`src/rtl/regfile_write_arbiter.sv`:
```
// regfile_write_arbiter
//   Arbitrates a single register-file write port between a pipeline writeback
//   source (port A, can be stalled) and a multicycle unit (port B, buffered in a
//   2-entry FIFO). Port A normally has priority; port B is forced through after
//   STARVE_LIMIT consecutive lost cycles. Writes to address 0 are consumed but
//   never issued.
//
//   Optional feature: define REGFILE_ARB_BYPASS_EN to add a forwarding lookup
//   (fwd_addr/fwd_hit/fwd_data) over the FIFO contents and the registered write.
//
// Ports
//   clk, rst               clock; asynchronous active-high reset
//   a_valid/a_addr/a_data  port A write request
//   a_stall                combinational; A must hold its request while high
//   b_valid/b_addr/b_data  port B write request
//   b_ready                B transfer when b_valid && b_ready at posedge
//   WE3/AD3/WD3            registered register-file write port
//   busy                   B FIFO non-empty
//   fwd_addr/fwd_hit/fwd_data  forwarding lookup (REGFILE_ARB_BYPASS_EN only)
module regfile_write_arbiter #(
   parameter int unsigned WIDTH        = 5,
   parameter int unsigned DATAWIDTH    = 32,
   parameter int unsigned STARVE_LIMIT = 4
) (
   input  logic                 clk,
   input  logic                 rst,
   input  logic                 a_valid,
   input  logic [WIDTH-1:0]     a_addr,
   input  logic [DATAWIDTH-1:0] a_data,
   output logic                 a_stall,
   input  logic                 b_valid,
   input  logic [WIDTH-1:0]     b_addr,
   input  logic [DATAWIDTH-1:0] b_data,
   output logic                 b_ready,
   output logic                 WE3,
   output logic [WIDTH-1:0]     AD3,
   output logic [DATAWIDTH-1:0] WD3,
   output logic                 busy
`ifdef REGFILE_ARB_BYPASS_EN
   ,
   input  logic [WIDTH-1:0]     fwd_addr,
   output logic                 fwd_hit,
   output logic [DATAWIDTH-1:0] fwd_data
`endif
);

   localparam int unsigned SW = (STARVE_LIMIT < 1) ? 1 : $clog2(STARVE_LIMIT + 1);

   typedef struct packed {
      logic [WIDTH-1:0]     addr;
      logic [DATAWIDTH-1:0] data;
   } entry_t;

   entry_t               mem_q [2];
   entry_t               mem_d [2];
   logic                 rd_ptr_q, rd_ptr_d;
   logic                 wr_ptr_q, wr_ptr_d;
   logic [1:0]           count_q, count_d;
   logic [SW-1:0]        starve_q, starve_d;
   logic                 we3_q, we3_d;
   logic [WIDTH-1:0]     ad3_q, ad3_d;
   logic [DATAWIDTH-1:0] wd3_q, wd3_d;

   logic   fifo_empty;
   logic   head_grant;
   logic   a_grant;
   logic   push;
   entry_t head;

   // Grant decision uses only registered FIFO state, so a same-cycle push
   // cannot be granted until the following cycle.
   assign fifo_empty = (count_q == 2'd0);
   assign head       = mem_q[rd_ptr_q];
   assign head_grant = !fifo_empty && (!a_valid || (starve_q == SW'(STARVE_LIMIT)));
   assign a_grant    = a_valid && !head_grant;
   assign b_ready    = (count_q < 2'd2);
   assign push       = b_valid && b_ready;
   assign a_stall    = a_valid && head_grant;
   assign busy       = !fifo_empty;

   assign WE3 = we3_q;
   assign AD3 = ad3_q;
   assign WD3 = wd3_q;

   // FIFO, starvation counter and write-port next state
   always_comb begin
      mem_d    = mem_q;
      wr_ptr_d = wr_ptr_q;
      rd_ptr_d = rd_ptr_q;
      count_d  = count_q;
      starve_d = starve_q;
      we3_d    = 1'b0;
      ad3_d    = ad3_q;
      wd3_d    = wd3_q;

      if (push) begin
         mem_d[wr_ptr_q] = '{addr: b_addr, data: b_data};
         wr_ptr_d        = wr_ptr_q + 1'b1;
      end
      if (head_grant) begin
         rd_ptr_d = rd_ptr_q + 1'b1;
      end

      case ({push, head_grant})
         2'b10:   count_d = count_q + 2'd1;
         2'b01:   count_d = count_q - 2'd1;
         default: count_d = count_q;
      endcase

      if (fifo_empty || head_grant) begin
         starve_d = '0;
      end else if (starve_q != SW'(STARVE_LIMIT)) begin
         starve_d = starve_q + SW'(1);
      end

      // Address 0 is consumed (popped / not stalled) but never written.
      if (head_grant) begin
         if (head.addr != '0) begin
            we3_d = 1'b1;
            ad3_d = head.addr;
            wd3_d = head.data;
         end
      end else if (a_grant) begin
         if (a_addr != '0) begin
            we3_d = 1'b1;
            ad3_d = a_addr;
            wd3_d = a_data;
         end
      end
   end

   // State registers
   always_ff @(posedge clk or posedge rst) begin
      if (rst) begin
         mem_q[0] <= '0;
         mem_q[1] <= '0;
         wr_ptr_q <= 1'b0;
         rd_ptr_q <= 1'b0;
         count_q  <= 2'd0;
         starve_q <= '0;
         we3_q    <= 1'b0;
         ad3_q    <= '0;
         wd3_q    <= '0;
      end else begin
         mem_q    <= mem_d;
         wr_ptr_q <= wr_ptr_d;
         rd_ptr_q <= rd_ptr_d;
         count_q  <= count_d;
         starve_q <= starve_d;
         we3_q    <= we3_d;
         ad3_q    <= ad3_d;
         wd3_q    <= wd3_d;
      end
   end

`ifdef REGFILE_ARB_BYPASS_EN
   // Youngest match wins: FIFO tail, then FIFO head, then the in-flight write.
   // With one entry the head is also the tail; the tail entry only exists
   // separately when the FIFO is full.
   always_comb begin
      fwd_hit  = 1'b0;
      fwd_data = '0;
      if (fwd_addr != '0) begin
         if ((count_q == 2'd2) && (mem_q[~rd_ptr_q].addr == fwd_addr)) begin
            fwd_hit  = 1'b1;
            fwd_data = mem_q[~rd_ptr_q].data;
         end else if (!fifo_empty && (head.addr == fwd_addr)) begin
            fwd_hit  = 1'b1;
            fwd_data = head.data;
         end else if (we3_q && (ad3_q == fwd_addr)) begin
            fwd_hit  = 1'b1;
            fwd_data = wd3_q;
         end
      end
   end
`endif

endmodule

```
`config.mk`:
```
export PLATFORM = sky130hd
export DESIGN_NAME = regfile_write_arbiter
export DESIGN_NICKNAME = d
export VERILOG_FILES = /design/src/rtl/regfile_write_arbiter.sv
export SDC_FILE = /design/constraint.sdc
export NUM_CORES = 1
export LEC_CHECK = 0
export CAP_MARGIN = 5
export CORE_UTILIZATION = 45
export CTS_CLUSTER_SIZE = 20
export DETAILED_ROUTE_END_ITERATION = 10
export GPL_TIMING_DRIVEN = 0
export PLACE_DENSITY_LB_ADDON = 0.12
export SLEW_MARGIN = 20
export SYNTH_ARGS = -nofsm -noshare
export SYNTH_HDL_FRONTEND = slang
export SYNTH_SLANG_ARGS = --single-unit
```
`constraint.sdc`:
```
create_clock -name clk -period 4.35 [get_ports clk]
set_input_delay 1.305 -clock clk [delete_from_list [all_inputs] [get_ports clk]]
set_output_delay 1.305 -clock clk [all_outputs]
set_load 0.05 [all_outputs]
```
# Word level (Yosys, flattened, before mapping)
# Cells that the tools add are included.
# totals
word_cells	66
inputBits	78
regBits	119
# op_classes
n_eq_ne	5
bitwise_logic	2
n_mux	21
n_lt_le_gt_ge	4
add_sub_neg	5
reduce_logical	18
# ops
operator	n
two-way mux 37 bit	4
two-way mux 32 bit	4
bitwise mux 74 bit	1
demux 37 bit (select 1 bit)	1
two-way mux 5 bit	4
nonzero test 5 bit	2
nonzero test 2 bit	4
two-way mux 3 bit	2
logical AND 1 bit	5
>= comparator 2 bit, second input constant	2
two-way mux 1 bit	4
inverter 1 -> 2 bit	2
case mux 2 bit (2 select lines)	1
adder 3 x 1 -> 3 bit, second input constant	1
equality test 3 bit, second input constant	1
zero test 1 bit	3
inequality test 3 bit, second input constant	1
AND reduction 3 bit	1
adder 1 bit, second input constant	2
adder 2 x 1 -> 2 bit, second input constant	1
equality test 2 x 1 -> 1 bit, second input constant	1
equality test 2 bit, second input constant	1
zero test 2 bit	1
logical OR 1 bit	2
other kinds (4)	4

# Depth between registers and ports, before layout
# logic_depth
depth_word	7
depth_mapped	10

# Worst setup path after synthesis
# No wires, ideal clock.
# synth_timing
path_kind	input to output
from	in a_valid
to	out a_stall
t_required_ps	3045
setup_slack_ps	555
path_stages	4
arrival_ps	2490
cell_sequence	a21bo_2 > nand2_1 > buf_1 > nor2_1
# synth_via
elab_chain_cells	4
# synth_rtl
item	line_no	text
start: declaration	27	input logic a_valid,
zero test 1 bit	74	assign head_grant = !fifo_empty && (!a_valid || (starve_q == SW'(STARVE_LIMIT)));
logical OR 1 bit	74	
logical AND 1 bit	74	
logical AND 1 bit (*)	78	assign a_stall = a_valid && head_grant;
end: declaration	30	output logic a_stall,
# Mark *: on every way between the ends. The rest lies on a longest branch, timed or not.

# Final worst setup path
# Same ends and word-level chain as after synthesis.

==> metrics.md <==
| Metric | Value |
|---|---|
| Hold Fails Final Rpt | 0 |
| Post-layout min period | 4077 ps |
| Leakage power | about 3.1 nW |
| Syn. warnings | 0 |
| Drt via density | 5.474 |
| Largest net degree at the start of global routing | 32 |
| Clk slew on worst S/H paths | 50 ps |
| Die Width | 109.2 um |
| CP Class | in2out |
| Routed Antenna Nets | 0 |
| Crit path max fanout | 14 |
| Iter 0 DRT Violations | 137 |
| Clock Tree Buf Depth | 2 |
| Multi-input gate area | ~2000 um^2 |
| Initial antenna violation count | 0 |
| Hold buffer count at cts | 0 |
| Clock tree sinks | roughly 120 |
| First-pass GRT wire length | 19,690 um |
| Share of post-route cells with drive strength above 1 | 0.2490 |
| H-tree depth | 4 |
| Area contributors post-synth | dfrtp_1 58%, mux2_2 16%, mux2i_1 7.4% |
| Initial Utilization | 0.4686 |
| Number of nets in the layout | ~590 |
| Layout area overhead | 40.04% |
| Mapped Area | about 5200 um^2 |
| Fillers | 859 |
| Dpl ws | -524.1 ps |
| Hpwl dp | around 8600 um |
| Final Util | 0.6562 |
| Status | completed |
| Fin worst setup slack | around 270 ps |
| Final setup vio count | 0 |
| Total power divided by cell area | approximately 840 nW/um^2 |
| Slowest CP cell | clkdlybuf4s50_1 |
| Most area-hungry cell type in the Yosys netlist | dfrtp_1 |
| Gate Count Post-Synth | 373 |
| Buffers on Ports | about 120 |
| Total wire length | 12,130 um |
| Mapped Avg Cell Area | 13.86 um^2 |
| Rows | 38 |
| WHS | 452.7 ps |
| First-pass DRT Iterations | 4 |
| Sequential element share of the synthesized area | 0.5761 |
| Post-DR wirelength/cell | 18.21 um |
| Count of cell types in the netlist | 31 |
| Final Power | 6.053 mW |
| Total gr overflow | 0 |
| Yosys reg bits | 119 |
| Max_cap viols | 0 |
| Gp weighted congestion | between 0.7 and 0.8 |
| Min-delay worst type | reg2reg |
| Routed vias | 3,646 |
| Max-slew headroom | 0.4938 |
| Total die area | roughly 12,000 um^2 |
| Fmax | 245.3 MHz |
| Post-CTS Setup Bufs | 0 |
| Worst path arrival time | roughly 2800 ps |
| Clk Tree Root Cell | clkbuf_16 |
| Tot GR Track Use | 0.2229 |
| Core area | approximately 11,000 um^2 |
| Setup TNS | 0 ps |
| Maximum vdd drop | around 0.63 mV |
| Worst skew pair latency | ~400 ps |
| Slew @ Worst Pin | 759.2 ps |
| I/O pins | 119 |
| DRC | 0 |
| RSZ-0062 raised after global routing | false |
| TritonCTS clock tree | built |
| Crit start category | primary input |
| Period utilisation layout | 0.9371 |
| Vias in the first global route | 3,879 |
| CP Cell Sequence | clkdlybuf4s50_1 -> a21bo_2 -> nand2_2 -> nor2_1 -> clkdlybuf4s15_2 |
| Number of diodes | 0 |
| Fin. max-slew vios | 0 |
| Skew final | about 10 ps |
| CP endpoint kind | output port |
| Syn_nets | 454 |
| Die height | 109.2 um |
| Post-synth top area share | 0.5761 |
| Register Area | 2978 um^2 |
| Slowest stage delay, CP | 530 ps |
| Worst EP required | about 3000 ps |
| CTS buffer count | 17 |
sequential cells by signal, summed over array words and instances (netlist names):
register,cells
AD3,5
WD3,32
WE3,1
count_q,2
mem_q,74
rd_ptr_q,1
starve_q,3
wr_ptr_q,1
final timing paths:
check                                 start           to  slack, ps  cells past startpoint
min in group asynchronous               rst   count_q[1]       1220                      2
worst min-delay path            starve_q[0]  starve_q[0]        450                      1
worst max register to register  starve_q[0]      WD3[19]       2140                      7
worst max-delay path                a_valid      a_stall        270                      5
max in group asynchronous               rst    mem_q[18]       2450                      4
worst min register to register  starve_q[0]  starve_q[0]        450                      1
worst max-delay path, delay by kind of cell:
family | cells | cell delay, ps
AO/OA/AOI/OAI | 1 | 260
buffers and inverters | 2 | 870
AND/OR/NAND/NOR | 2 | 340
placed cells by master, fill, tap and decap left out, drive strengths merged, types with 2 or more instances in the layout:
cell	instances
mux2	74
buf	22
a221o	37
mux2i	38
xnor2	5
clkdlybuf4s50	117
inv	7
bufinv	5
ha	3
nand2	3
clkbuf	29
nor3	33
nand3	2
dfrtp	119
nor2	10
clkinv	5
final cells by class:
| cell class | instances | area share |
|---|---|---|
| Timing Repair Buffer | 122 | 0.1744 |
| Clock buffer | 22 | 0.06275 |
| Sequential cell | 119 | 0.4114 |
| Clock inverter | 10 | 0.02420 |
| Buffer | 25 | 0.01867 |
| Inverter | 8 | 0.004667 |
| Tap cell | 140 | 0.02420 |
| Multi-Input combinational cell | 220 | 0.2797 |
per-layer routing:
layer | wire (um) | vias to the layer above | global-route usage
met5 | 0 | - | 0
met4 | 131 | 0 | 0.06857
li1 | - | 1678 | -
met3 | 602 | 13 | 0.05977
met1 | 5416 | 1858 | 0.2769
met2 | 5978 | 97 | 0.3792
Yosys cell counts:
cell type	n
o21a_1	1
a21bo_2	1
or4_1	1
and3_1	1
o22a_1	1
nor3_1	33
ha_1	3
nor4b_1	1
clkbuf_1	7
mux2i_1	38
nor2_2	1
nor2_1	9
a211o_1	1
mux2_2	74
or3_1	1
nor3b_1	1
nand2b_1	1
buf_1	1
buf_2	15
nor4_1	1
dfrtp_1	119
nand3_1	2
a221o_1	37
buf_6	3
or2_1	1
nand2_1	3
o22ai_1	1
xnor2_1	5
a31oi_4	1
inv_1	8
o211ai_2	1
cells by family (layout without fill, tap and decap cells):
| family | after synthesis | after routing | share of synthesized area |
|---|---|---|---|
| XOR/XNOR | 5 | 5 | 0.008472 |
| multiplexers | 112 | 112 | 0.2348 |
| AND/OR/NAND/NOR | 56 | 56 | 0.05447 |
| AO/OA/AOI/OAI | 44 | 44 | 0.08618 |
| flip-flops | 119 | 119 | 0.5761 |
| buffers and inverters | 34 | 187 | 0.03268 |
| adder cells (fa/ha/maj) | 3 | 3 | 0.007263 |
repair_timing:
action | in CTS | in global routing
pin swaps | 0 | 0
endpoints found under the setup margin | 1 | 1
resized for setup | 3 | 1
cloned | 0 | 0
where the power goes:
group | switching [mW] | internal [mW] | total [mW]
Sequential | 0.302 | 1.67 | 1.97
Clock | 0.467 | 1.03 | 1.49
Combinational | 1.43 | 1.16 | 2.59
Total | 2.20 | 3.85 | 6.05
metrics by stage:
| stage | cells | area (um^2) |
|---|---|---|
| CTS | 666 | 7236 |
| finish | 666 | 7238 |
| detailed placement | 635 | 6609 |
| global route | 666 | 7238 |
| global placement | 631 | 6529 |
| floorplan | 373 | 5172 |
Note: power is estimated with default switching activity, not from simulation.
